### src/rtl/dilithium_drv_pkg.sv
// Shared types, widths and per-level word counts for the Dilithium host driver.
package dilithium_drv_pkg;

    localparam int unsigned CNT_W  = 17;
    localparam int unsigned DATA_W = 32;
    localparam int unsigned SEED_W = 8;

    typedef enum logic [1:0] {
        MODE_KEYGEN  = 2'd0,
        MODE_SIGN    = 2'd1,
        MODE_VERIFY  = 2'd2,
        MODE_ILLEGAL = 2'd3
    } mode_e;

    typedef enum logic [2:0] {
        S_IDLE   = 3'd0,
        S_START  = 3'd1,
        S_RUN    = 3'd2,
        S_FINISH = 3'd3,
        S_ERR    = 3'd4
    } state_e;

    typedef enum logic [1:0] {
        ERR_OK      = 2'd0,
        ERR_MODE    = 2'd1,
        ERR_PROTO   = 2'd2,
        ERR_TIMEOUT = 2'd3
    } err_e;

    function automatic int unsigned pk_w(input int unsigned lvl);
        case (lvl)
            3:       return 488;
            5:       return 648;
            default: return 328;
        endcase
    endfunction

    function automatic int unsigned sk_w(input int unsigned lvl);
        case (lvl)
            3:       return 1000;
            5:       return 1216;
            default: return 632;
        endcase
    endfunction

    function automatic int unsigned sig_w(input int unsigned lvl);
        case (lvl)
            3:       return 824;
            5:       return 1149;
            default: return 605;
        endcase
    endfunction

    // The extra word in sign/verify carries the message length itself.
    function automatic logic [CNT_W-1:0] in_words(input int unsigned lvl, input logic [1:0] mode,
                                                  input logic [15:0] msg);
        logic [CNT_W-1:0] words;
        case (mode)
            MODE_KEYGEN: words = CNT_W'(SEED_W);
            MODE_SIGN:   words = CNT_W'(sk_w(lvl) + 1) + CNT_W'(msg);
            MODE_VERIFY: words = CNT_W'(pk_w(lvl) + sig_w(lvl) + 1) + CNT_W'(msg);
            default:     words = '0;
        endcase
        return words;
    endfunction

    function automatic logic [CNT_W-1:0] out_words(input int unsigned lvl, input logic [1:0] mode);
        logic [CNT_W-1:0] words;
        case (mode)
            MODE_KEYGEN: words = CNT_W'(pk_w(lvl) + sk_w(lvl));
            MODE_SIGN:   words = CNT_W'(sig_w(lvl));
            MODE_VERIFY: words = CNT_W'(1);
            default:     words = '0;
        endcase
        return words;
    endfunction

endpackage

### src/rtl/dilithium_drv_counter.sv
// Saturating word counter; term flags that the count has reached its limit.
module dilithium_drv_counter
    import dilithium_drv_pkg::*;
(
    input  logic             clk,
    input  logic             rst,
    input  logic             clr,
    input  logic             inc,
    input  logic [CNT_W-1:0] limit,
    output logic [CNT_W-1:0] cnt,
    output logic             term
);

    always_ff @(posedge clk or posedge rst) begin
        if (rst) begin
            cnt <= '0;
        end else if (clr) begin
            cnt <= '0;
        end else if (inc && !term) begin
            cnt <= cnt + CNT_W'(1);
        end
    end

    assign term = (cnt == limit);

endmodule

### src/rtl/dilithium_host_driver.sv
// Host-side initiator for the Dilithium wrapper: meters word counts per command, reports done/err.
// Optional watchdog enabled by defining DILITHIUM_DRV_TIMEOUT_EN.
module dilithium_host_driver
    import dilithium_drv_pkg::*;
#(
    parameter int unsigned SEC_LEVEL   = 2,
    parameter int unsigned TIMEOUT_CYC = 1000000
) (
    input  logic              clk,
    input  logic              rst,
    input  logic              cmd_valid,
    output logic              cmd_ready,
    input  logic [1:0]        cmd_mode,
    input  logic [15:0]       cmd_msg_words,
    input  logic              h_valid_i,
    output logic              h_ready_i,
    input  logic [DATA_W-1:0] h_data_i,
    output logic              h_valid_o,
    input  logic              h_ready_o,
    output logic [DATA_W-1:0] h_data_o,
    output logic              h_last_o,
    output logic              start,
    output logic [1:0]        mode,
    output logic              valid_i,
    input  logic              ready_i,
    output logic [DATA_W-1:0] data_i,
    input  logic              valid_o,
    output logic              ready_o,
    input  logic [DATA_W-1:0] data_o,
    input  logic              done_o,
    output logic              busy,
    output logic              done,
    output logic [1:0]        err
);

    localparam logic [2:0] ST_IDLE   = 3'(S_IDLE);
    localparam logic [2:0] ST_START  = 3'(S_START);
    localparam logic [2:0] ST_RUN    = 3'(S_RUN);
    localparam logic [2:0] ST_FINISH = 3'(S_FINISH);
    localparam logic [2:0] ST_ERR    = 3'(S_ERR);

    logic [2:0]       state_q, state_d;
    logic [CNT_W-1:0] in_total_q, in_total_d, out_total_q, out_total_d;
    logic             done_seen_q, done_seen_d;
    logic             start_d, busy_d, done_d;
    logic [1:0]       mode_d, err_d;

    logic [CNT_W-1:0] in_cnt, out_cnt;
    logic             in_term, out_term;
    logic             run_c, accept_c, in_hs_c, out_hs_c;
    logic             in_full_c, out_full_c, proto_err_c, finish_c, tmo_hit_c;

    assign run_c     = (state_q == ST_RUN);
    assign cmd_ready = (state_q == ST_IDLE);
    assign accept_c  = cmd_valid && cmd_ready;

    // Stream pass-through, gated to RUN and to the remaining word budget.
    assign valid_i   = run_c && h_valid_i && !in_term;
    assign h_ready_i = run_c && ready_i && !in_term;
    assign data_i    = h_data_i;
    assign h_valid_o = run_c && valid_o;
    assign ready_o   = run_c && h_ready_o && !out_term;
    assign h_data_o  = data_o;
    assign h_last_o  = run_c && (out_cnt == out_total_q - CNT_W'(1));

    assign in_hs_c  = valid_i && ready_i;
    assign out_hs_c = valid_o && ready_o;

    dilithium_drv_counter u_in_cnt (
        .clk   (clk),
        .rst   (rst),
        .clr   (accept_c),
        .inc   (in_hs_c),
        .limit (in_total_q),
        .cnt   (in_cnt),
        .term  (in_term)
    );

    dilithium_drv_counter u_out_cnt (
        .clk   (clk),
        .rst   (rst),
        .clr   (accept_c),
        .inc   (out_hs_c),
        .limit (out_total_q),
        .cnt   (out_cnt),
        .term  (out_term)
    );

    // Counts that will be complete after this edge, so a final handshake and done_o can coincide.
    assign in_full_c   = in_term || (in_hs_c && (in_cnt == in_total_q - CNT_W'(1)));
    assign out_full_c  = out_term || (out_hs_c && (out_cnt == out_total_q - CNT_W'(1)));
    assign proto_err_c = valid_o && (out_term || done_seen_q);
    assign finish_c    = (done_o || done_seen_q) && in_full_c && out_full_c;

`ifdef DILITHIUM_DRV_TIMEOUT_EN
    logic [31:0] tmo_cnt_q;

    // Idle-cycle watchdog; any handshake restarts it.
    always_ff @(posedge clk or posedge rst) begin
        if (rst) begin
            tmo_cnt_q <= '0;
        end else if ((state_q == ST_START || run_c) && !(in_hs_c || out_hs_c)) begin
            tmo_cnt_q <= tmo_cnt_q + 32'd1;
        end else begin
            tmo_cnt_q <= '0;
        end
    end

    assign tmo_hit_c = run_c && !(in_hs_c || out_hs_c) && (tmo_cnt_q == 32'(TIMEOUT_CYC - 1));
`else
    // Watchdog absent; TIMEOUT_CYC is kept only so both builds share one interface.
    assign tmo_hit_c = 1'b0 && (TIMEOUT_CYC == 0);
`endif

    always_comb begin
        state_d     = state_q;
        in_total_d  = in_total_q;
        out_total_d = out_total_q;
        done_seen_d = done_seen_q;
        start_d     = 1'b0;
        done_d      = 1'b0;
        busy_d      = busy;
        mode_d      = mode;
        err_d       = err;
        case (state_q)
            ST_IDLE: begin
                if (accept_c) begin
                    if (cmd_mode == MODE_ILLEGAL) begin
                        done_d = 1'b1;
                        err_d  = ERR_MODE;
                    end else begin
                        mode_d      = cmd_mode;
                        in_total_d  = in_words(SEC_LEVEL, cmd_mode, cmd_msg_words);
                        out_total_d = out_words(SEC_LEVEL, cmd_mode);
                        done_seen_d = 1'b0;
                        err_d       = ERR_OK;
                        busy_d      = 1'b1;
                        start_d     = 1'b1;
                        state_d     = ST_START;
                    end
                end
            end
            ST_START: state_d = ST_RUN;
            ST_RUN: begin
                if (proto_err_c) begin
                    err_d   = ERR_PROTO;
                    done_d  = 1'b1;
                    state_d = ST_ERR;
                end else if (tmo_hit_c) begin
                    err_d   = ERR_TIMEOUT;
                    done_d  = 1'b1;
                    state_d = ST_ERR;
                end else if (finish_c) begin
                    done_d  = 1'b1;
                    state_d = ST_FINISH;
                end else if (done_o) begin
                    done_seen_d = 1'b1;
                end
            end
            ST_FINISH, ST_ERR: begin
                busy_d  = 1'b0;
                state_d = ST_IDLE;
            end
            default: state_d = ST_IDLE;
        endcase
    end

    always_ff @(posedge clk or posedge rst) begin
        if (rst) begin
            state_q     <= ST_IDLE;
            in_total_q  <= '0;
            out_total_q <= '0;
            done_seen_q <= 1'b0;
            start       <= 1'b0;
            done        <= 1'b0;
            busy        <= 1'b0;
            mode        <= '0;
            err         <= '0;
        end else begin
            state_q     <= state_d;
            in_total_q  <= in_total_d;
            out_total_q <= out_total_d;
            done_seen_q <= done_seen_d;
            start       <= start_d;
            done        <= done_d;
            busy        <= busy_d;
            mode        <= mode_d;
            err         <= err_d;
        end
    end

endmodule

### config.mk
export PLATFORM = sky130hd
export DESIGN_NAME = dilithium_host_driver
export DESIGN_NICKNAME = d
export VERILOG_FILES = /design/src/rtl/dilithium_drv_pkg.sv /design/src/rtl/dilithium_drv_counter.sv /design/src/rtl/dilithium_host_driver.sv
export SDC_FILE = /design/constraint.sdc
export NUM_CORES = 1
export LEC_CHECK = 0
export BUFFER_PORTS_ARGS = -buffer_cell sky130_fd_sc_hd__buf_2
export CORE_MARGIN = 8
export CORE_UTILIZATION = 52
export DETAILED_ROUTE_END_ITERATION = 8
export GPL_TIMING_DRIVEN = 0
export HOLD_SLACK_MARGIN = 0.12
export PLACE_DENSITY = 0.81
export RECOVER_POWER = 100
export SLEW_MARGIN = 20
export SYNTH_ARGS = -nofsm -noshare
export SYNTH_HDL_FRONTEND = slang
export SYNTH_SLANG_ARGS = --single-unit
### constraint.sdc
create_clock -name clk -period 3.7 [get_ports clk]
set_input_delay 0.185 -clock clk [delete_from_list [all_inputs] [get_ports clk]]
set_output_delay 0.185 -clock clk [all_outputs]
set_load 0.02 [all_outputs]
## Word-level counts from Yosys, hierarchy flattened

Cells that the tools add are included.

| storage, ports and cells | value |
|---|---|
| flip-flop bits (word level) | 79 |
| bits of input ports | 90 |
| output and inout port bits | 77 |

| operators by class | value |
|---|---|
| add/subtract/negate cells | 10 |
| equality and inequality tests | 18 |
| mux-type cells | 52 |
| bitwise operators | 1 |
| reduce and logical (&&, ||, !) cells | 36 |

Operator list:

| cell | count |
|---|---|
| 17-bit two-way mux | 24 |
| 17-bit one-hot mux with 3 select lines | 2 |
| 17-bit by 1-bit adder with 17-bit output (second input constant) | 4 |
| 17-bit == test | 4 |
| 17-bit by 16-bit adder with 17-bit output | 2 |
| 17-bit adder | 2 |
| 17-bit by 1-bit subtractor with 17-bit output (second input constant) | 2 |
| 1-bit logical AND | 18 |
| 1-bit two-way mux | 15 |
| 3-bit two-way mux | 4 |
| 3-bit AND reduction | 4 |
| 3-bit one-hot mux with 3 select lines | 1 |
| 2-bit inequality test (second input constant) | 4 |
| 2-bit nonzero test | 4 |
| 3-bit by 2-bit == test with 1-bit output (second input constant) | 2 |
| 1-bit one-hot mux with 2 select lines | 3 |
| 6-bit AND reduction | 1 |
| 2-bit == test (second input constant) | 2 |
| 1-bit logical OR | 4 |
| 2-bit two-way mux | 2 |
| 2-bit by 1-bit inequality test with 1-bit output (second input constant) | 2 |
| 2-bit one-hot mux with 2 select lines | 1 |
| 3-bit by 1-bit == test with 1-bit output (second input constant) | 1 |
| 3-bit == test (second input constant) | 1 |
| other kinds (7) | 8 |

## Depth between registers and ports, before layout

Gate-level depths: netlist (run 1).

| depth | value |
|---|---|
| depth after elaboration | 11 |
| mapped depth | 10 |
| depth with buffers taken out | 9 |

## Modules after synthesis

From an unflattened synthesis (run 1), not the netlist that was laid out.

| second synthesis, totals | value |
|---|---|
| cell total of the unflattened synthesis | 658 |
| area, all modules | 5,660.4 um^2 |

By module, submodules not included:

| module | instances | cells each | area each (um^2) |
|---|---|---|---|
| dilithium_host_driver | 1 | 422 | 3,413.3 |
| dilithium_drv_counter | 2 | 118 | 1,123.6 |

## Worst setup path before layout (run 1)

Ideal clock, no wire load.

| timing path | value |
|---|---|
| kind | reg2reg |
| start | register in_total_q[0] |
| end | register done_seen_q |
| library setup time | 0.118 ns |
| arrival time | 2.730 ns |
| required time | 3.582 ns |
| slack | 0.852 ns |
| stages on the path, launching flop included | 11 |
| buffers on the path | 1 |
| path through | dfrtp_1 > inv_1 > ha_1 > clkbuf_1 > inv_1 > or4_4 > a2111oi_4 > o211ai_1 > nor4_1 > or4b_4 > a21o_1 |

| on the way | value |
|---|---|
| word-level cells in the longest chain between the ends | 10 |
| elaborated cells on any way between the ends | 12 |
| those cells by class | 1 x add/sub; 3 x eq/ne; 8 x reduce/logical |

RTL lines:

| element | line | source |
|---|---|---|
| from (decl) | dilithium_host_driver.sv:43 | `logic [CNT_W-1:0] in_total_q, in_total_d, out_total_q, out_total_d;` |
| from (signal assigned) | dilithium_host_driver.sv:181 | `in_total_q <= in_total_d;` |
| branches (longest 5 deep; another with 17-bit by 1-bit subtractor with 17-bit output) | - |  |
| 1-bit logical OR * | dilithium_host_driver.sv:90 | `assign in_full_c = in_term \|\| (in_hs_c && (in_cnt == in_total_q - CNT_W'(1)));` |
| 1-bit logical AND * (2 in a row) | dilithium_host_driver.sv:93 | `assign finish_c = (done_o \|\| done_seen_q) && in_full_c && out_full_c;` |
| 2-bit inequality test (no line) * | - |  |
| 6-bit AND reduction (no line) * | - |  |
| to (signal assigned) | dilithium_host_driver.sv:183 | `done_seen_q <= done_seen_d;` |
| to (decl) | dilithium_host_driver.sv:44 | `logic done_seen_q, done_seen_d;` |

Mark *: on every way between the ends.
A chain may end at the register's enable or synchronous reset.

## Worst setup path after layout (run 1)

Ends and elaborated chain as after synthesis.

==> impl_metrics.sql, run 1 <==
INSERT INTO impl_metrics (metric_group, metric, value, unit) VALUES
('run_status', 'status', 'finished with violations', ''),
('run_status', 'violations', 'capacitance limit, slew limit', ''),
('worst_setup_path', 'worst-endpoint-required', '3.94', 'ns'),
('global_routing', 'grt.overflow.total', '0', ''),
('global_routing', 'grt_pass1_wl', '23400', 'um'),
('routing', 'vias', '5101', ''),
('timing', 'final_critical_path_setup_slack', '0.280', 'ns'),
('final_layout', 'antenna-diode-count', '0', ''),
('min_path', 'hold_path_class', 'in -> reg', ''),
('global_routing', 'grt_pass1_vias', '4938', ''),
('floorplanning', 'chipWidth', '116', 'um'),
('floorplanning', 'ios', '167', ''),
('global_routing', 'gr-usage-all-layers', '21.5', '%'),
('logic_synthesis', 'synth_edf_count', '0', ''),
('timing', 'period_share', '92.4', '%'),
('clock_network', 'clkSinkCount', '66', ''),
('clock_network', 'numCtsBuffers', '9', ''),
('routing', 'ant_nets', '0', ''),
('logic_synthesis', 'yosysTopAreaCell', 'sky130_fd_sc_hd__dfrtp_1', ''),
('routing', 'drt_pass1_iterations', '5', ''),
('worst_setup_path', 'start_kind', 'flop', ''),
('clock_network', 'clk_pin_slew', '0.07', 'ns'),
('logic_synthesis', 'synth_area_leaders', 'sky130_fd_sc_hd__dfrtp_1 (31%), sky130_fd_sc_hd__buf_4 (9.2%), sky130_fd_sc_hd__xnor2_1 (4.3%)', ''),
('routing', 'postRouteWirelength', '14700', 'um'),
('place', 'port_buffer_cells', '101', ''),
('run', 'max-cap-violations', '1', ''),
('global_routing', 'antenna_violations_before_repair', '0', ''),
('logic_synthesis', 'synth.cell_area', '5250', 'um^2'),
('final_layout', 'areaGrowthSynthToFinish', '14.5', '%'),
('clock_network', 'clock_path_buffers', '2', ''),
('routing', 'drc', '0', ''),
('logic_synthesis', 'synth_cells', '632', ''),
('routing', 'detail_route.wl_per_cell', '16.7', 'um'),
('clock_network', 'h_tree_depth_reported_by_cts', '3', ''),
('worst_setup_path', 'crit_fanout', '9', ''),
('timing', 'slew_viol_final', '44', ''),
('logic_synthesis', 'synthDistinctLibCells', '66', ''),
('logic_synthesis', 'post-synth-top-area-fraction', '31.5', '%'),
('power_and_ir_drop', 'cellPowerDensity', '546', 'nW/um^2'),
('timing', 'max_freq', '292', 'MHz'),
('clock_network', 'ctsRootBufferMaster', 'sky130_fd_sc_hd__clkbuf_8', ''),
('power_and_ir_drop', 'design_power_total', '3.28', 'mW'),
('logic_synthesis', 'postSynth.asyncResetShare', '100', '%'),
('logic_synthesis', 'yosysSeqAreaShare', '31.5', '%'),
('final_layout', 'drive_gt1_share', '15.3', '%'),
('clock_network', 'worst_skew_pair.late_latency', '0.35', 'ns'),
('place', 'place_area', '5950', 'um^2'),
('timing', 'grt_setup_unrepaired', 'no', ''),
('timing', 'slew_headroom', '-24.1', '%'),
('final_layout', 'post-route-cell-area', '6010', 'um^2'),
('floorplanning', 'core_area', '9770', 'um^2'),
('worst_setup_path', 'worstSetupEndpointType', 'flop', ''),
('power_and_ir_drop', 'vdd.ir_drop.worst', '231', 'uV'),
('final_layout', 'fin_util', '61.5', '%'),
('floorplanning', 'fp.dieH', '116', 'um'),
('routing', 'first_iter_violations', '337', ''),
('timing', 'shortest_period_the_worst_path_allows', '3.42', 'ns'),
('timing', 'timing.final.setup_violations', '0', ''),
('place', 'place_ws', '0.420', 'ns'),
('timing', 'report.final.hold_viol_count', '0', ''),
('floorplanning', 'die_area', '13600', 'um^2'),
('logic_synthesis', 'syn_area_per_cell', '8.30', 'um^2'),
('routing', 'detail_route.vias_per_cell', '5.78', ''),
('timing', 'clock-skew-final', '0.00771', 'ns'),
('logic_synthesis', 'synth_seq_cells', '66', ''),
('floorplanning', 'start_util', '53.7', '%'),
('final_layout', 'fin_nets', '849', ''),
('global_routing', 'grt_start_max_net_pins', '44', ''),
('logic_synthesis', 'synth_top_flop_cell', 'sky130_fd_sc_hd__dfrtp_1', ''),
('place', 'detailed_place_hpwl', '11500', 'um'),
('clock_network', 'cts_tree', 'done', ''),
('floorplanning', 'rows', '36', ''),
('power_and_ir_drop', 'leakagePower', '2.66', 'nW'),
('logic_synthesis', 'ys_warn_count', '0', ''),
('final_layout', 'filler_cell_count', '881', ''),
('place', 'gp_routability_congestion', '0.912', ''),
('logic_synthesis', 'synthesized_netlist_net_count', '735', ''),
('timing', 'timing.setup.tns', '0', 'ns'),
('timing', 'timing_worst_slew_pin_value', '1.86', 'ns'),
('worst_setup_path', 'timing_worst_setup_path_type', 'reg -> reg', ''),
('worst_setup_path', 'cp_data_arrival_time', '3.66', 'ns');
-- per-layer routing --
layer	wire length, um	share of wire, %	global-route usage (%)	vias to the layer above
met3	1200	8.1	4.55	23
met5	0	0	0	-
met4	248	1.7	7.69	0
met2	6760	46	34.6	240
met1	6520	44	27.9	2411
li1	-	-	-	2427
-- layout by cell type, fill, tap and decap left out, types with 5 or more instances in the layout --
| cell type | count |
|---|---|
| sky130_fd_sc_hd__xnor2_1 | 26 |
| sky130_fd_sc_hd__buf_2 | 25 |
| sky130_fd_sc_hd__nor3b_1 | 5 |
| sky130_fd_sc_hd__o31ai_1 | 9 |
| sky130_fd_sc_hd__and4_1 | 6 |
| sky130_fd_sc_hd__nor4_1 | 12 |
| sky130_fd_sc_hd__dfrtp_1 | 66 |
| sky130_fd_sc_hd__xor2_1 | 24 |
| sky130_fd_sc_hd__clkbuf_1 | 108 |
| sky130_fd_sc_hd__nand2_1 | 51 |
| sky130_fd_sc_hd__inv_1 | 19 |
| sky130_fd_sc_hd__nor2b_1 | 5 |
| sky130_fd_sc_hd__a21o_1 | 5 |
| sky130_fd_sc_hd__o21ai_0 | 38 |
| sky130_fd_sc_hd__mux2i_1 | 12 |
| sky130_fd_sc_hd__o22ai_1 | 9 |
| sky130_fd_sc_hd__buf_4 | 64 |
| sky130_fd_sc_hd__nand3_1 | 21 |
| sky130_fd_sc_hd__nand4_1 | 8 |
| sky130_fd_sc_hd__or3_1 | 12 |
| sky130_fd_sc_hd__nand2b_1 | 9 |
| sky130_fd_sc_hd__nor3_1 | 16 |
| sky130_fd_sc_hd__ha_1 | 13 |
| sky130_fd_sc_hd__and3_1 | 15 |
| sky130_fd_sc_hd__a22oi_1 | 5 |
| sky130_fd_sc_hd__clkbuf_8 | 9 |
| sky130_fd_sc_hd__nor2_1 | 43 |
| sky130_fd_sc_hd__a21oi_1 | 30 |
| sky130_fd_sc_hd__and2_1 | 5 |
| sky130_fd_sc_hd__a22o_1 | 7 |
-- path summary, 6_finish.rpt --
| check | from | to | slack [ns] | depth (start not counted) |
|---|---|---|---|---|
| setup reg to reg | in_total_q[0] | done_seen_q | 0.28 | 10 |
| setup / recovery | in_total_q[0] | done_seen_q | 0.28 | 10 |
| hold reg to reg | mode[0] | mode[0] | 0.49 | 2 |
| hold / removal | cmd_msg_words[15] | in_total_q[16] | 0.16 | 3 |
| min in group asynchronous | rst | u_in_cnt.cnt[6] | 0.57 | 3 |
| max in group asynchronous | rst | u_in_cnt.cnt[16] | 0.80 | 4 |
-- where the power goes --
part | switching [mW] | leakage, nW | internal [mW] | total, mW
sequential | 0.205 | 0.889 | 0.873 | 1.08
combinational | 1.02 | 1.70 | 0.669 | 1.69
clock | 0.279 | 0.0742 | 0.237 | 0.516
total | 1.50 | 2.66 | 1.78 | 3.28
-- cell families (layout without fill, tap and decap cells) --
kind of cell | count (synthesis) | after routing | synth area share [%]
and+or+nand+nor | 232 | 232 | 23.7
AOI/OAI and AO/OA | 141 | 141 | 17.9
buffers and inverters | 118 | 236 | 13.2
DFF | 66 | 66 | 31.5
xor gates and xnor gates | 50 | 50 | 8.35
adders and majority gates | 13 | 13 | 3.10
muxes | 12 | 12 | 2.29
-- cells in the mapped netlist (all sizes together) (6+ instances only) --
cell    number
and3        15
nor4        13
and4         6
dfrtp       66
nor3        16
nor2        43
inv         20
o21ai       39
a22o         7
and2         7
xnor2       26
or3         12
mux2i       12
ha          13
o31ai        9
xor2        24
nand2       51
buf         67
nand2b       9
o22ai        9
a21oi       30
clkbuf      30
nand3       21
nand4        8
-- repair_timing --
action                    4_1_cts  5_1_grt
buffers inserted                0        0
hold endpoints to repair       23        0
gates resized for setup         0        0
hold buffers                    1        0
-- worst max-delay path: stages, from the launching register on --
cell and delay (ns):
sky130_fd_sc_hd__dfrtp_1 0.46, sky130_fd_sc_hd__inv_1 0.09, sky130_fd_sc_hd__ha_1 0.13, sky130_fd_sc_hd__clkbuf_1 0.34, sky130_fd_sc_hd__inv_1 0.17, sky130_fd_sc_hd__or4_4 0.59, sky130_fd_sc_hd__a2111oi_4 0.35, sky130_fd_sc_hd__o211ai_1 0.16
sky130_fd_sc_hd__nor4_1 0.23, sky130_fd_sc_hd__or4b_1 0.59, sky130_fd_sc_hd__a21o_1 0.21
-- per-stage QoR --
stage	hold WS, ns	std cells
detailed placement	0.176	867
global placement	0.457	866
floorplan	0.358	632
CTS	0.156	883
finish	0.162	883
global route	0.154	883
-- cell type report --
cell class	instances	area, um^2	area share (%)
Buffer	97	612	10.2
Clock buffer	10	128	2.12
Clock inverter	5	32.5	0.541
Inverter	21	80.1	1.33
Multi-Input combinational cell	448	2910	48.4
Sequential cell	66	1650	27.5
Tap cell	133	166	2.77
Timing Repair Buffer	103	433	7.20
-- state kept, by name, summed over array words and instances, names as in the netlist --
| name | cells |
|---|---|
| in_total_q | 17 |
| start | 1 |
| mode | 2 |
| done | 1 |
| state_q | 3 |
| out_total_q | 4 |
| u_in_cnt.cnt | 17 |
| err | 2 |
| u_out_cnt.cnt | 17 |
| busy | 1 |
| done_seen_q | 1 |
Power figures use the tool's default switching activity.
==> run 2: changes to the inputs <==
--- a/config.mk
+++ b/config.mk
@@ -9,10 +9,10 @@
 export CORE_MARGIN = 8
 export CORE_UTILIZATION = 52
 export DETAILED_ROUTE_END_ITERATION = 8
-export GPL_TIMING_DRIVEN = 0
 export HOLD_SLACK_MARGIN = 0.12
 export PLACE_DENSITY = 0.81
 export RECOVER_POWER = 100
+export SETUP_SLACK_MARGIN = 0.3
 export SLEW_MARGIN = 20
 export SYNTH_ARGS = -nofsm -noshare
 export SYNTH_HDL_FRONTEND = slang
==> run 2 against run 1 <==
The flow still finishes with violations (capacitance limit, slew limit). Power down 7.0%. Global-route usage down 2.5 points. Clock-buffer cell count down 1.
==> impl_metrics.sql, run 2 (same netlist as run 1, synthesis figures left out) <==
INSERT INTO impl_metrics (metric_group, metric, value, unit) VALUES
('global_routing', 'gr-usage-all-layers', '19.0', '%'),
('worst_setup_path', 'crit_fanout', '9', ''),
('final_layout', 'filler_cell_count', '906', ''),
('global_routing', 'grt.overflow.total', '0', ''),
('floorplanning', 'chipWidth', '116', 'um'),
('min_path', 'min_path_cells', '3', ''),
('place', 'port_buffer_cells', '38', ''),
('timing', 'timing.final.setup_violations', '0', ''),
('place', 'detailed_place_hpwl', '9570', 'um'),
('timing', 'slew_headroom', '-7.50', '%'),
('timing', 'max_freq', '326', 'MHz'),
('routing', 'ant_nets', '0', ''),
('timing', 'clock-skew-final', '0.00656', 'ns'),
('routing', 'vias', '4488', ''),
('min_path', 'hold_path_class', 'in -> reg', ''),
('place', 'gp_routability_congestion', '0.924', ''),
('power_and_ir_drop', 'share_comb_of_total_power', '46.6', '%'),
('final_layout', 'register_area', '1650', 'um^2'),
('power_and_ir_drop', 'pwr-share-clk', '16.7', '%'),
('final_layout', 'areaGrowthSynthToFinish', '-1.79', '%'),
('global_routing', 'grt_start_max_net_pins', '44', ''),
('routing', 'postRouteWirelength', '12500', 'um'),
('timing', 'report.final.hold_viol_count', '0', ''),
('worst_setup_path', 'cp_data_arrival_time', '3.31', 'ns'),
('timing', 'grt_setup_unrepaired', 'no', ''),
('worst_setup_path', 'worst-endpoint-required', '3.94', 'ns'),
('power_and_ir_drop', 'leakagePower', '2.25', 'nW'),
('floorplanning', 'core_area', '9770', 'um^2'),
('floorplanning', 'ios', '167', ''),
('clock_network', 'clock_path_buffers', '2', ''),
('final_layout', 'fin_util', '52.7', '%'),
('routing', 'drt_pass1_iterations', '4', ''),
('floorplanning', 'die_area', '13600', 'um^2'),
('final_layout', 'layout.cells.most_common', 'sky130_fd_sc_hd__dfrtp_1', ''),
('timing', 'slew_viol_final', '44', ''),
('global_routing', 'grt_pass1_wl', '20900', 'um'),
('floorplanning', 'start_util', '53.7', '%'),
('power_and_ir_drop', 'p_int', '1.70', 'mW'),
('power_and_ir_drop', 'vdd.ir_drop.worst', '256', 'uV'),
('final_layout', 'biggestRegsByFlops', 'in_total_q: 17 flops, u_in_cnt.cnt: 17 flops, u_out_cnt.cnt: 17 flops', ''),
('power_and_ir_drop', 'switching_power', '1.36', 'mW'),
('timing', 'shortest_period_the_worst_path_allows', '3.07', 'ns'),
('run_status', 'violations', 'capacitance limit, slew limit', ''),
('worst_setup_path', 'reg2reg_depth', '9', ''),
('worst_setup_path', 'worstSetupEndpointType', 'flop', ''),
('routing', 'detail_route.vias_per_cell', '6.16', ''),
('run_status', 'status', 'finished with violations', ''),
('clock_network', 'worst_skew_pair.late_latency', '0.35', 'ns'),
('clock_network', 'clk_pin_slew', '0.07', 'ns'),
('clock_network', 'numCtsBuffers', '9', ''),
('final_layout', 'most-common-layout-cells', 'sky130_fd_sc_hd__dfrtp_1 (66), sky130_fd_sc_hd__nand2_1 (51), sky130_fd_sc_hd__nor2_1 (43)', ''),
('clock_network', 'ctsRootBufferMaster', 'sky130_fd_sc_hd__clkbuf_8', ''),
('final_layout', 'fin_nets', '694', ''),
('final_layout', 'drive_gt1_share', '8.57', '%'),
('worst_setup_path', 'start_kind', 'flop', ''),
('timing', 'period_share', '83.0', '%'),
('run', 'max-cap-violations', '1', ''),
('clock_network', 'clkSinkCount', '66', ''),
('timing', 'timing.setup.tns', '0', 'ns'),
('power_and_ir_drop', 'swShare', '44.4', '%'),
('global_routing', 'grt_pass1_vias', '4267', ''),
('global_routing', 'antenna_violations_before_repair', '0', ''),
('floorplanning', 'fp.dieH', '116', 'um'),
('worst_setup_path', 'timing_worst_setup_path_type', 'reg -> reg', ''),
('routing', 'detail_route.wl_per_cell', '17.2', 'um'),
('final_layout', 'total_area_of_multi_input_combinational_cells', '2880', 'um^2'),
('floorplanning', 'rows', '36', ''),
('power_and_ir_drop', 'design_power_total', '3.05', 'mW'),
('power_and_ir_drop', 'cellPowerDensity', '593', 'nW/um^2'),
('routing', 'first_iter_violations', '299', ''),
('clock_network', 'h_tree_depth_reported_by_cts', '3', ''),
('final_layout', 'antenna-diode-count', '0', ''),
('timing', 'timing_worst_slew_pin_value', '1.61', 'ns'),
('clock_network', 'cts_setup_buffers', '0', ''),
('power_and_ir_drop', 'power_frac_seq', '36.6', '%'),
('clock_network', 'cts_tree', 'done', ''),
('routing', 'drc', '0', '');
## run 2: cell type report
type / count / share of cell area [%]
well taps: 133 / 3.23
clock inverters: 6 / 0.680
multi-input cells: 448 / 55.9
inverters: 21 / 1.53
repair buffers: 45 / 4.18
flip-flops and latches: 66 / 32.1
clock buffers: 9 / 2.40
## run 2: critical path, stage by stage (launching register included)
cell,delay [ns]
sky130_fd_sc_hd__dfrtp_1,0.42
sky130_fd_sc_hd__inv_1,0.10
sky130_fd_sc_hd__ha_1,0.33
sky130_fd_sc_hd__inv_1,0.13
sky130_fd_sc_hd__or4_1,0.57
sky130_fd_sc_hd__a2111oi_0,0.45
sky130_fd_sc_hd__o211ai_1,0.14
sky130_fd_sc_hd__nor4_1,0.15
sky130_fd_sc_hd__or4b_4,0.49
sky130_fd_sc_hd__a21o_1,0.17
## run 2: stage by stage
step           hold WS [ns]  worst slack [ns]  cells  cell area (um^2)
6_report              0.155             0.628    728              5150
5_1_grt               0.160             0.379    728              5150
4_1_cts               0.147             0.729    728              5200
3_5_place_dp          0.370             0.748    712              5040
3_3_place_gp          0.370             0.829    712              5040
2_1_floorplan         0.358             0.852    632              5250
## run 2: worst paths after layout
| kind | slack (ns) | to | start |
|---|---|---|---|
| setup / recovery | 0.63 | done_seen_q | in_total_q[1] |
| hold / removal | 0.15 | in_total_q[16] | cmd_msg_words[15] |
| setup reg to reg | 0.63 | done_seen_q | in_total_q[1] |
| hold reg to reg | 0.49 | err[1] | err[1] |
| max in group asynchronous | 0.97 | in_total_q[5] | rst |
| min in group asynchronous | 0.88 | u_in_cnt.cnt[2] | rst |
## run 2: power groups by stage
stage                     registers, mW  logic, mW  clock network (mW)
after floorplan                    1.05       1.25                   0
after global placement             1.11       1.42                   0
after detailed placement           1.13       1.46                   0
after CTS                          1.11       1.48               0.518
after global routing               1.15       1.59               0.553
final                              1.12       1.43               0.511
## run 2: per-layer routing
layer	vias up	routed length [um]	track usage (%)
li1	2121	-	-
met1	2153	5550	25.0
met2	174	5660	28.9
met3	40	1060	5.48
met4	0	266	7.35
met5	-	0	0
## run 2: what timing repair did
item | 4_1_cts | 5_1_grt
endpoints found under the hold margin | 42 | 0
resized for setup | 0 | 0
hold buffers | 1 | 0
setup endpoints to repair | 0 | 0
==> run 3: changes to the inputs <==
--- a/config.mk
+++ b/config.mk
@@ -5,9 +5,10 @@
 export SDC_FILE = /design/constraint.sdc
 export NUM_CORES = 1
 export LEC_CHECK = 0
+export ABC_AREA = 1
 export BUFFER_PORTS_ARGS = -buffer_cell sky130_fd_sc_hd__buf_2
 export CORE_MARGIN = 8
-export CORE_UTILIZATION = 52
+export CORE_UTILIZATION = 53
 export DETAILED_ROUTE_END_ITERATION = 8
 export HOLD_SLACK_MARGIN = 0.12
 export PLACE_DENSITY = 0.81
==> constraint.sdc (replaced) <==
create_clock -name clk -period 3 [get_ports clk]
set_input_delay 0.15 -clock clk [delete_from_list [all_inputs] [get_ports clk]]
set_output_delay 0.15 -clock clk [all_outputs]
set_load 0.02 [all_outputs]
==> run 3 against run 2 <==
Global-route usage shrank 0.71 points. Via count increased by 15%. Clock-buffer cell count grew 3. Critical endpoint is now u_out_cnt.cnt[11]. Cell count grew 34%. Critical path type unchanged. The flow now finishes without violations. Wire length grew 3.6%.
==> impl_metrics.sql, run 3 <==
INSERT INTO impl_metrics (metric_group, metric, value, unit) VALUES
('clock_network', 'cts_tree', 'done', ''),
('logic_synthesis', 'synth_seq_cells', '66', ''),
('worst_setup_path', 'cp_data_arrival_time', '2.83', 'ns'),
('place', 'gp_routability_congestion', '0.936', ''),
('clock_network', 'h_tree_depth_reported_by_cts', '3', ''),
('final_layout', 'fin_nets', '935', ''),
('worst_setup_path', 'worstSetupEndpointType', 'flop', ''),
('timing', 'clock-skew-final', '0.0102', 'ns'),
('worst_setup_path', 'timing.rr.end', 'u_out_cnt.cnt[11]', ''),
('routing', 'detail_route.vias_per_cell', '5.28', ''),
('worst_setup_path', 'worst-r2r-setup-slack', '0.43', 'ns'),
('floorplanning', 'ios', '167', ''),
('floorplanning', 'start_util', '53.5', '%'),
('timing', 'report.final.hold_viol_count', '0', ''),
('routing', 'drt_pass1_iterations', '5', ''),
('routing', 'ant_nets', '0', ''),
('clock_network', 'numCtsBuffers', '9', ''),
('logic_synthesis', 'syn_area_per_cell', '6.72', 'um^2'),
('power_and_ir_drop', 'design_power_total', '4.32', 'mW'),
('worst_setup_path', 'timing.critical_path.depth', '13', ''),
('final_layout', 'post-route-cell-area', '5630', 'um^2'),
('logic_synthesis', 'synth_edf_count', '0', ''),
('logic_synthesis', 'synth_cells', '853', ''),
('logic_synthesis', 'synthesized_netlist_net_count', '956', ''),
('global_routing', 'antenna_violations_before_repair', '0', ''),
('timing', 'max_freq', '390', 'MHz'),
('final_layout', 'most-common-layout-cells', 'sky130_fd_sc_hd__nand2_1 (232), sky130_fd_sc_hd__inv_1 (99), sky130_fd_sc_hd__nor2_1 (96)', ''),
('timing', 'timing.final.setup_violations', '0', ''),
('place', 'place_area', '5560', 'um^2'),
('timing', 'timing.setup.tns', '0', 'ns'),
('logic_synthesis', 'post-synth-top-area-fraction', '28.8', '%'),
('worst_setup_path', 'crit_family', 'simple AND/OR/NAND/NOR gates', ''),
('global_routing', 'grt_pass1_wl', '21900', 'um'),
('worst_setup_path', 'crit_buf_inv', '2', ''),
('power_and_ir_drop', 'leakagePower', '2.80', 'nW'),
('logic_synthesis', 'synth_common_cells', 'sky130_fd_sc_hd__nand2_1 (228), sky130_fd_sc_hd__inv_1 (94), sky130_fd_sc_hd__nor2_1 (90)', ''),
('logic_synthesis', 'synth_most_common_cell', 'sky130_fd_sc_hd__nand2_1', ''),
('floorplanning', 'fp.dieH', '120', 'um'),
('worst_setup_path', 'worstPathCellList', 'inv_1, nand2_2, nand2_2, nand3_2, nor2_1, nand3_1, nand3_1, clkinvlp_2, nand2_1, nor2_4, nand2_1, a21oi_1, o21a_1', ''),
('worst_setup_path', 'worst_r2r_startpoint', 'out_total_q[6]', ''),
('final_layout', 'areaGrowthSynthToFinish', '-1.79', '%'),
('logic_synthesis', 'synth_area_leaders', 'sky130_fd_sc_hd__dfrtp_1 (29%), sky130_fd_sc_hd__nand2_1 (15%), sky130_fd_sc_hd__buf_4 (8.5%)', ''),
('floorplanning', 'chipWidth', '120', 'um'),
('timing', 'period_share', '85.5', '%'),
('final_layout', 'drive_gt1_share', '10.6', '%'),
('final_layout', 'fin_util', '52.6', '%'),
('logic_synthesis', 'synth.cell_area', '5730', 'um^2'),
('floorplanning', 'rows', '38', ''),
('worst_setup_path', 'worst-endpoint-required', '3.26', 'ns'),
('worst_setup_path', 'start_kind', 'flop', ''),
('worst_setup_path', 'critical_path.slowest_cell', 'sky130_fd_sc_hd__dfrtp_1', ''),
('run', 'max-cap-violations', '0', ''),
('final_layout', 'layout.cells.most_common', 'sky130_fd_sc_hd__nand2_1', ''),
('timing', 'grt_setup_unrepaired', 'no', ''),
('clock_network', 'clkSinkCount', '66', ''),
('min_path', 'min_path_cells', '3', ''),
('place', 'detailed_place_hpwl', '10200', 'um'),
('place', 'port_buffer_cells', '38', ''),
('routing', 'first_iter_violations', '377', ''),
('floorplanning', 'core_area', '10700', 'um^2'),
('worst_setup_path', 'cpPeakStageDelay', '0.44', 'ns'),
('routing', 'vias', '5154', ''),
('logic_synthesis', 'synth_top_flop_cell', 'sky130_fd_sc_hd__dfrtp_1', ''),
('global_routing', 'grt_pass1_vias', '4666', ''),
('timing', 'shortest_period_the_worst_path_allows', '2.57', 'ns'),
('clock_network', 'clk_pin_slew', '0.07', 'ns'),
('logic_synthesis', 'yosysSeqAreaShare', '28.8', '%'),
('global_routing', 'grt.overflow.total', '0', ''),
('logic_synthesis', 'synthDistinctLibCells', '50', ''),
('clock_network', 'cts_setup_buffers', '0', ''),
('min_path', 'hold_path_class', 'in -> reg', ''),
('power_and_ir_drop', 'cellPowerDensity', '768', 'nW/um^2'),
('worst_setup_path', 'timing_worst_setup_path_type', 'reg -> reg', ''),
('floorplanning', 'die_area', '14400', 'um^2'),
('worst_setup_path', 'reg2reg_depth', '13', ''),
('logic_synthesis', 'ys_warn_count', '0', ''),
('logic_synthesis', 'postSynth.asyncResetShare', '100', '%'),
('logic_synthesis', 'yosysTopAreaCell', 'sky130_fd_sc_hd__dfrtp_1', ''),
('power_and_ir_drop', 'vdd.ir_drop.worst', '313', 'uV'),
('routing', 'detail_route.wl_per_cell', '13.3', 'um'),
('final_layout', 'biggestRegsByFlops', 'in_total_q: 17 flops, u_in_cnt.cnt: 17 flops, u_out_cnt.cnt: 17 flops', ''),
('global_routing', 'grt_start_max_net_pins', '34', ''),
('final_layout', 'antenna-diode-count', '0', ''),
('routing', 'drc', '0', ''),
('global_routing', 'gr-usage-all-layers', '18.3', '%'),
('clock_network', 'clock_path_buffers', '2', ''),
('worst_setup_path', 'crit_path_start', 'out_total_q[6]', ''),
('timing', 'slew_headroom', '14.5', '%'),
('run_status', 'status', 'complete, no violations', ''),
('clock_network', 'ctsRootBufferMaster', 'sky130_fd_sc_hd__clkbuf_8', ''),
('timing', 'timing_worst_slew_pin_value', '1.28', 'ns'),
('worst_setup_path', 'timing.critical_path.to', 'u_out_cnt.cnt[11]', ''),
('clock_network', 'worst_skew_pair.late_latency', '0.36', 'ns'),
('timing', 'slew_viol_final', '0', ''),
('routing', 'postRouteWirelength', '13000', 'um'),
('worst_setup_path', 'crit_fanout', '7', '');
## run 3: cell count changes after synthesis, sizes merged, moves of 14 or more
cell / change
nand2: +187
inv: +97
nor2: +64
clkbuf: -26
nand3: +24
xnor2: -23
o21ai: +21
and3: -14
## run 3: repair_timing
| item | CTS | global route |
|---|---|---|
| resized for setup | 0 | 0 |
| hold buffers | 3 | 0 |
| endpoints found under the hold margin | 68 | 0 |
## run 3: where the power goes
part	internal (mW)	total, mW	leakage, nW	switching, mW
combinational	0.769	2.34	1.82	1.57
clock	0.336	0.670	0.0920	0.334
sequential	1.10	1.31	0.892	0.214
total	2.20	4.32	2.80	2.12
## run 3: logic make-up (layout without fill, tap and decap cells)
| group | count (synthesis) | count (layout) | share of synthesized area (%) |
|---|---|---|---|
| fa+ha+maj | 13 | 13 | 2.84 |
| simple gates | 442 | 442 | 36.2 |
| compound gates | 124 | 124 | 12.4 |
| flops | 66 | 66 | 28.8 |
| xor+xnor | 15 | 15 | 2.29 |
| buf+inv | 193 | 176 | 17.4 |
## run 3: stage by stage
step / setup WS (ns) / std cells / hold WS (ns)
after floorplan: 1.16 / 853 / 0.300
after global placement: 0.738 / 958 / 0.0728
after detailed placement: 0.645 / 958 / 0.0764
after CTS: 0.590 / 976 / 0.147
after global routing: 0.186 / 976 / 0.154
final: 0.434 / 976 / 0.149
## run 3: routing by layer
layer	up-vias	track usage [%]	routed length (um)
met1	2332	24.4	6230
met3	22	3.43	843
met2	157	28.9	5710
met5	-	0	0
met4	0	7.18	206
li1	2643	-	-
## run 3: layout make-up
class	instances	area (um^2)
Clock buffer	12	155
Clock inverter	3	15.0
Multi-Input combinational cell	594	2960
Fill cell	1070	5070
Inverter	118	449
Sequential cell	66	1650
Tap cell	140	175
Timing Repair Buffer	43	218
## run 3: worst min path at each step
| stage | start | endpoint | slack [ns] |
|---|---|---|---|
| 6_report | cmd_msg_words[0] | in_total_q[0] | 0.15 |
| 5_1_grt | cmd_mode[1] | mode[1] | 0.15 |
| 4_1_cts | cmd_msg_words[0] | in_total_q[0] | 0.15 |
| 3_5_place_dp | rst | u_out_cnt.cnt[4] | 0.08 |
| 3_3_place_gp | rst | u_out_cnt.cnt[4] | 0.07 |
| 2_1_floorplan | ready_i | u_in_cnt.cnt[1] | 0.30 |
## run 3: worst reg2reg max path: stages, from the launching register on
cell and delay [ns]:
sky130_fd_sc_hd__dfrtp_1 0.44, sky130_fd_sc_hd__inv_1 0.21, sky130_fd_sc_hd__nand2_2 0.09, sky130_fd_sc_hd__nand2_2 0.08, sky130_fd_sc_hd__nand3_2 0.06, sky130_fd_sc_hd__nor2_1 0.09
sky130_fd_sc_hd__nand3_1 0.18, sky130_fd_sc_hd__nand3_1 0.34, sky130_fd_sc_hd__clkinvlp_2 0.37, sky130_fd_sc_hd__nand2_1 0.23, sky130_fd_sc_hd__nor2_4 0.04, sky130_fd_sc_hd__nand2_1 0.14
sky130_fd_sc_hd__a21oi_1 0.09, sky130_fd_sc_hd__o21a_1 0.11
